### src/rtl/bus_arbiter_if.sv
// Bus signal bundle for bus_arbiter: active-low per-master request/grant plus owner status.
// The arbiter connects through the slave modport; requesters use the master modport.
interface bus_arbiter_if;
  logic [3:0] Req_;
  logic [3:0] Grnt_;
  logic [1:0] Owner;
  logic       Busy;
  logic       TimeoutEvt;

  modport master (output Req_, input Grnt_, Owner, Busy, TimeoutEvt);
  modport slave  (input Req_, output Grnt_, Owner, Busy, TimeoutEvt);
endinterface

### src/rtl/bus_arbiter.sv
// Four-master round-robin bus arbiter with a one-cycle turnaround between owners.
// Optional ownership timeout and revoke mask are built when BUS_ARB_TIMEOUT_EN is defined.
//
// state | meaning
// IDLE  | no grant; arbitrate among eligible requesters starting at ptr
// GRANT | exactly one master owns the bus until it releases (or is revoked)
module bus_arbiter #(
  parameter int TIMEOUT_CYCLES = 256
) (
  input  logic          clk,
  input  logic          reset,
  bus_arbiter_if.slave  bus
);

  typedef enum logic {IDLE = 1'b0, GRANT = 1'b1} state_t;

  state_t     state, state_next;
  logic [1:0] owner, owner_next;
  logic [1:0] ptr, ptr_next;
  logic [3:0] req;
  logic [3:0] eligible;
  logic       owner_req;
  logic       found;
  logic [1:0] pick;
  logic [1:0] idx;

  assign req       = ~bus.Req_;
  assign owner_req = req[owner];

`ifdef BUS_ARB_TIMEOUT_EN
  logic [15:0] cnt, cnt_next;
  logic [3:0]  mask, mask_next;
  logic        evt, evt_next;
  logic        expire;

  assign eligible = req & ~mask;
  assign expire   = (cnt == 16'(TIMEOUT_CYCLES - 1));
`else
  logic unused_timeout_cycles;

  assign eligible              = req;
  assign unused_timeout_cycles = (TIMEOUT_CYCLES > 0);
`endif

  // First eligible requester at or after ptr, wrapping 3 -> 0.
  always_comb begin
    found = 1'b0;
    pick  = ptr;
    idx   = ptr;
    for (int k = 0; k < 4; k++) begin
      idx = ptr + 2'(k);
      if (!found && eligible[idx]) begin
        found = 1'b1;
        pick  = idx;
      end
    end
  end

  always_ff @(posedge clk) begin
    if (reset) begin
      state <= IDLE;
      owner <= 2'd0;
      ptr   <= 2'd0;
`ifdef BUS_ARB_TIMEOUT_EN
      cnt   <= 16'd0;
      mask  <= 4'b0000;
      evt   <= 1'b0;
`endif
    end else begin
      state <= state_next;
      owner <= owner_next;
      ptr   <= ptr_next;
`ifdef BUS_ARB_TIMEOUT_EN
      cnt   <= cnt_next;
      mask  <= mask_next;
      evt   <= evt_next;
`endif
    end
  end

  always_comb begin
    state_next = state;
    owner_next = owner;
    ptr_next   = ptr;
`ifdef BUS_ARB_TIMEOUT_EN
    cnt_next   = cnt;
    // A masked master regains eligibility once it is seen not requesting.
    mask_next  = mask & ~bus.Req_;
    evt_next   = 1'b0;
`endif
    case (state)
      IDLE: begin
        if (found) begin
          state_next = GRANT;
          owner_next = pick;
          ptr_next   = pick + 2'd1;
`ifdef BUS_ARB_TIMEOUT_EN
          cnt_next   = 16'd0;
`endif
        end
      end
      GRANT: begin
        if (!owner_req) begin
          state_next = IDLE;
        end
`ifdef BUS_ARB_TIMEOUT_EN
        else if (expire) begin
          state_next       = IDLE;
          mask_next[owner] = 1'b1;
          evt_next         = 1'b1;
        end else begin
          cnt_next = cnt + 16'd1;
        end
`endif
      end
      default: state_next = IDLE;
    endcase
  end

  always_comb begin
    bus.Grnt_ = 4'b1111;
    if (state == GRANT) begin
      bus.Grnt_[owner] = 1'b0;
    end
    bus.Owner = owner;
    bus.Busy  = (state == GRANT);
`ifdef BUS_ARB_TIMEOUT_EN
    bus.TimeoutEvt = evt;
`else
    bus.TimeoutEvt = 1'b0;
`endif
  end

endmodule

### src/flat_wrapper.sv
// flat-port wrapper written by rule: the top's interface ports become plain ports
module bus_arbiter_flat 
#(
  parameter int TIMEOUT_CYCLES = 256
)
  (clk, reset, bus_Req_, bus_Grnt_, bus_Owner, bus_Busy, bus_TimeoutEvt);
  bus_arbiter_if bus_i ();
  input  logic clk;
  input  logic reset;
  input wire logic [$bits(bus_i.Req_)-1:0] bus_Req_;
  output wire logic [$bits(bus_i.Grnt_)-1:0] bus_Grnt_;
  output wire logic [$bits(bus_i.Owner)-1:0] bus_Owner;
  output wire logic [$bits(bus_i.Busy)-1:0] bus_Busy;
  output wire logic [$bits(bus_i.TimeoutEvt)-1:0] bus_TimeoutEvt;
  assign bus_i.Req_ = bus_Req_;
  assign bus_Grnt_ = bus_i.Grnt_;
  assign bus_Owner = bus_i.Owner;
  assign bus_Busy = bus_i.Busy;
  assign bus_TimeoutEvt = bus_i.TimeoutEvt;
  bus_arbiter #(.TIMEOUT_CYCLES(TIMEOUT_CYCLES)) u_core (.clk(clk), .reset(reset), .bus(bus_i));
endmodule
### config.mk
export PLATFORM = sky130hd
export DESIGN_NAME = bus_arbiter_flat
export DESIGN_NICKNAME = d
export VERILOG_FILES = /design/src/rtl/bus_arbiter_if.sv /design/src/rtl/bus_arbiter.sv /design/src/flat_wrapper.sv
export SDC_FILE = /design/constraint.sdc
export NUM_CORES = 1
export LEC_CHECK = 0
export CORE_AREA = 10 10 47 49
export CTS_CLUSTER_DIAMETER = 40
export DETAILED_ROUTE_END_ITERATION = 6
export DIE_AREA = 0 0 57 59
export PLACE_DENSITY = 0.61
export RECOVER_POWER = 100
export REMOVE_ABC_BUFFERS = 1
export SYNTH_ARGS = -nofsm -noshare
export SYNTH_HDL_FRONTEND = slang
export SYNTH_SLANG_ARGS = --single-unit
### constraint.sdc
create_clock -name clk -period 2.75 [get_ports clk]
set_input_delay 0.825 -clock clk [delete_from_list [all_inputs] [get_ports clk]]
set_output_delay 0.825 -clock clk [all_outputs]
set_load 0.01 [all_outputs]
After elaboration in Yosys (flattened, before gate mapping) --
Cells that the tools add are included.
Storage, ports and cells: word-level logic and storage cells 47, output and inout port bits 8, input bits 6, register bits after elaboration 5
Operators by class: $add $sub $neg 4, multiplexer cells 23, $lt $le $gt $ge 6, reduce and logical (&&, ||, !) cells 8, bitwise logic cells 3
Operators with widths (count):
- $lt 2x3->1 const B | 5
- $mux 1 | 12
- $bmux 1 s2 | 5
- $not 4->4 | 2
- $mux 2 | 3
- $add 2x1->2 const B | 2
- $add 2x2->2 const B | 2
- $logic_and 1x1->1 | 4
- $mux 4 | 1
- $logic_not 1->1 | 3
- $demux 1 s2 | 1
- $ge 2x1->1 const B | 1
- $pmux 1 s2 | 1
- $reduce_and 2->1 | 1
- $not 1->1 | 1

Longest topological paths before layout --
word-level depth 15, depth in mapped cells 5, gate-level depth less buffers 5

Worst setup path before layout --
Ideal clock, no wire load.
kind input to register, from in bus_Req_[0], to reg u_core.ptr[1], path buffers 0, slack 1027 ps, required time 2613 ps, cell stages on the path 5, arrival time 1585 ps, setup time 137 ps, path through nand2b_1 o21ai_1 a221oi_2 xor2_1 a211oi_2
Between the ends: cells in the longest elaborated chain, start to end 14, elaborated cells on any way between the ends 24, classes of those cells 1 x add/sub; 15 x mux; 1 x bitwise; 7 x reduce/logical
RTL lines:
- start, declared | RTL line flat_wrapper.sv:10 | input wire logic [$bits(bus_i.Req_)-1:0] bus_Req_;
- $not 4->4 * | RTL line bus_arbiter.sv:27 | assign req = ~bus.Req_;
- $bmux 1 s2 | RTL line bus_arbiter.sv:52 | if (!found && eligible[idx]) begin
- $mux 1 (not written as such) | RTL line bus_arbiter.sv:52
- $mux 1 | RTL line bus_arbiter.sv:52
- $logic_not 1->1 | RTL line bus_arbiter.sv:52
- $logic_and 1x1->1 | RTL line bus_arbiter.sv:52
- $mux 1 | RTL line bus_arbiter.sv:52
- $logic_not 1->1 | RTL line bus_arbiter.sv:52
- $logic_and 1x1->1 | RTL line bus_arbiter.sv:52
- $mux 1 | RTL line bus_arbiter.sv:52
- $logic_not 1->1 | RTL line bus_arbiter.sv:52
- $logic_and 1x1->1 | RTL line bus_arbiter.sv:52
- $mux 2 or $mux 1 (tied branches) | RTL line bus_arbiter.sv:52
- $add 2x1->2 or $reduce_and 2->1 (tied branches)
- end signal, assigned | RTL line bus_arbiter.sv:72 | ptr <= ptr_next;
- end, declared | RTL line bus_arbiter.sv:19 | logic [1:0] ptr, ptr_next;
Every way passes the cells marked *; elsewhere a longest branch is shown, timed or not. The select of a mux whose other input is x is not followed. A chain may end at the register's enable or synchronous reset.

Worst setup path after layout --
from in bus_Req_[3], to reg u_core.owner[1] (netlist: u_core.bus.Owner[1])
Between the ends: cells in the longest elaborated chain, start to end 14, elaborated cells on any way between the ends 23, classes of those cells 15 x mux; 1 x bitwise; 7 x reduce/logical
RTL lines:
- $not 4->4 * | RTL line bus_arbiter.sv:27
- $bmux 1 s2 | RTL line bus_arbiter.sv:52
- $mux 1 (not written as such) | RTL line bus_arbiter.sv:52
- $mux 1 | RTL line bus_arbiter.sv:52
- $logic_not 1->1 | RTL line bus_arbiter.sv:52
- $logic_and 1x1->1 | RTL line bus_arbiter.sv:52
- $mux 1 | RTL line bus_arbiter.sv:52
- $logic_not 1->1 | RTL line bus_arbiter.sv:52
- $logic_and 1x1->1 | RTL line bus_arbiter.sv:52
- $mux 1 | RTL line bus_arbiter.sv:52
- $logic_not 1->1 | RTL line bus_arbiter.sv:52
- $logic_and 1x1->1 | RTL line bus_arbiter.sv:52
- $mux 1 | RTL line bus_arbiter.sv:52
- $reduce_and 2->1 (no source line)
- end signal, assigned | RTL line bus_arbiter.sv:71 | owner <= owner_next;
- end, declared | RTL line bus_arbiter.sv:18 | logic [1:0] owner, owner_next;
Marked as above.

==> impl_metrics.json <==
{
  "status": "complete, no violations",
  "synth_compound_area_share_pct": 28.9,
  "skew_ps": 1.68,
  "power_leakage_nw": 0.185,
  "viasPerCell": 4.77,
  "worst_slew_pin_slew_ps": 663,
  "p_seq_share_pct": 36.8,
  "power_per_cell_area_nw_per_um2": 549,
  "final_cell_area_um2": 493,
  "syn_avg_cell_area_um2": 8.54,
  "required_ps": 2930,
  "antenna_found_initial": 0,
  "yosys_register_bits": 5,
  "clockRootBuffer": "clkbuf_4",
  "multi_input_area_um2": 211,
  "cp.arrival_ps": 2550,
  "area_growth_pct": 44.3,
  "regToRegSetupSlack_ps": 1230,
  "clk_latency_ps": 240,
  "grt_max_degree": 9,
  "ys_types": 22,
  "ant_nets": 0,
  "maxSlewViolCount": 0,
  "ys_warn_count": 0,
  "regArea_um2": 100,
  "io_buffers": 12,
  "antennaDiodeCount": 0,
  "fillers": 165,
  "endpoint_kind": "register",
  "fmax_ghz": 0.422,
  "cts_hold_buf": 0,
  "firstDrtPassIters": 2,
  "cts.sinks": 5,
  "dr_total_vias": 339,
  "core_um2": 1400,
  "wl_per_cell_um": 12.0,
  "final_layout_size_suffix_gt1_share_pct": 12.7,
  "min_path_type": "reg -> reg",
  "track_usage_pct": 5.72,
  "grt_pass1_vias": 323,
  "p_comb_share_pct": 32.4,
  "fin_crit_ps": 2370,
  "routabilityCongestion": 0.734,
  "finish.net_count": 62,
  "routed_wl_um": 853,
  "initial_core_util_pct": 24.4,
  "yosysSeqAreaShare_pct": 29.3,
  "hold_viol_final": 0,
  "ctsLongestPathBuffers": 2,
  "tritoncts": "yes",
  "path_max_fanout": 8,
  "place_hpwl_um": 659,
  "clk_pin_slew_ps": 40,
  "row_count": 14,
  "vdd_ir_drop_max_uv": 291,
  "swShare_pct": 31.7,
  "synth-adder-area-share_pct": 0,
  "drc_errors": 0,
  "p_int_mw": 0.185,
  "rsz0062_at_grt": "no",
  "netlist_area_um2": 342,
  "die_w_um": 57,
  "max-slew-margin-rel_pct": 55.2,
  "grt_pass1_wl_um": 1550,
  "synthXorXnorAreaFrac_pct": 2.56,
  "cp-start-kind": "input pin",
  "synth-simple-area-share_pct": 18.7,
  "ios": 14,
  "tns_ps": 0,
  "cts_setup_buffers": 0,
  "dieArea_um2": 3360,
  "power.switching_mw": 0.0859,
  "grt_overflow": 0,
  "synth_top_family_by_area": "compound AO/OA/AOI/OAI gates",
  "cts_max_level": 1,
  "placed_cell_area_um2": 474,
  "first_iter_violations": 8,
  "post-route-period-util_pct": 86.2,
  "crit_type": "in -> reg",
  "synth_cells": 40,
  "cap_violations": 0,
  "die_h_um": 59,
  "cts_resized": 0,
  "muxShareOfSynthArea_pct": 12.8,
  "setup_violations": 0,
  "cts_buffers": 3,
  "p_clk_share_pct": 30.8
}
## stage by stage
step	setup WS (ps)	hold WS (ps)	util (%)	cells	total power, mW
floorplan	1030	504	-	39	0.153
global placement	312	546	33.8	67	0.193
detailed placement	279	550	33.8	67	0.194
CTS	519	555	35.7	71	0.281
global route	298	578	35.2	71	0.291
finish	381	559	35.2	71	0.271
## final timing paths
check,startpoint,endpoint,depth (start not counted)
min,u_core.ptr[0],u_core.ptr[0],2
min reg2reg,u_core.ptr[0],u_core.ptr[0],2
max,bus_Req_[3],u_core.bus.Owner[1],4
max reg2reg,u_core.ptr[1],u_core.ptr[1],5
## state kept, by name, summed over array words and instances, names as in the netlist
register          flops
u_core.ptr            2
u_core.bus.Busy       1
u_core.bus.Owner      2
## power groups by stage
stage	Combinational (mW)	Sequential [mW]	Clock (mW)
floorplan	0.0536	0.0996	0
finish	0.0877	0.0997	0.0835
CTS	0.0936	0.100	0.0878
detailed placement	0.0927	0.101	0
global placement	0.0923	0.101	0
global route	0.0960	0.103	0.0923
## per-layer routing
layer | part of all wire, % | global-route usage (%)
met5 | 0 | 0
met4 | 3.2 | 4.03
met3 | 5.5 | 2.58
met2 | 37 | 7.44
met1 | 54 | 7.18
## critical path: stages
cell and delay, ps:
dlygate4sd3_1 630, a41oi_1 610, mux2_2 410, nor2_1 70
## Yosys cell counts
library cell | count | area (um2)
nor2_1 | 6 | 22.5
dfxtp_1 | 5 | 100
inv_1 | 4 | 15.0
nand3_1 | 4 | 20.0
a21oi_1 | 2 | 10.0
o21ai_0 | 2 | 10.0
o21ai_1 | 2 | 10.0
a211oi_1 | 1 | 7.51
a211oi_2 | 1 | 12.5
a221oi_2 | 1 | 15.0
a2bb2oi_1 | 1 | 8.76
a311oi_1 | 1 | 8.76
a41oi_2 | 1 | 16.3
and3b_1 | 1 | 8.76
buf_4 | 1 | 7.51
conb_1 | 1 | 3.75
mux2_2 | 1 | 11.3
mux2i_1 | 1 | 10.0
mux4_2 | 1 | 22.5
nand2b_1 | 1 | 6.26
nor2b_1 | 1 | 6.26
xor2_1 | 1 | 8.76
## kinds of logic (layout without fill, tap and decap cells)
family | count (synthesis) | in the layout
muxes | 3 | 3
other | 1 | 1
buffers and inverters | 5 | 20
xor gates and xnor gates | 1 | 1
DFF | 5 | 5
and+or+nand+nor | 13 | 13
AOI/OAI and AO/OA | 12 | 12
## cell type report
class	count	area share, %
Clock buffer	4	5.33
Sequential cell	5	20.3
Tap cell	16	4.06
Multi-Input combinational cell	30	42.9
Timing Repair Buffer	12	24.4
Inverter	4	3.05
## placed cells by master, fill, tap and decap left out
cell type and count:
conb_1 1, xor2_1 1, nand2b_1 1, a41oi_1 1
dfxtp_1 5, a21oi_1 2, nor2_1 6, a221oi_2 1
inv_1 4, o21ai_0 3, nor2b_1 1, clkdlybuf4s50_1 4
a211oi_2 1, nand3_1 4, clkbuf_4 3, mux2_2 1
clkbuf_1 1, o21ai_1 1, mux2i_1 1, a211oi_1 1
dlygate4sd3_1 8, mux4_2 1, a2bb2oi_1 1, and3b_1 1
a311oi_1 1
No activity file was read; power rests on OpenSTA's default activity.
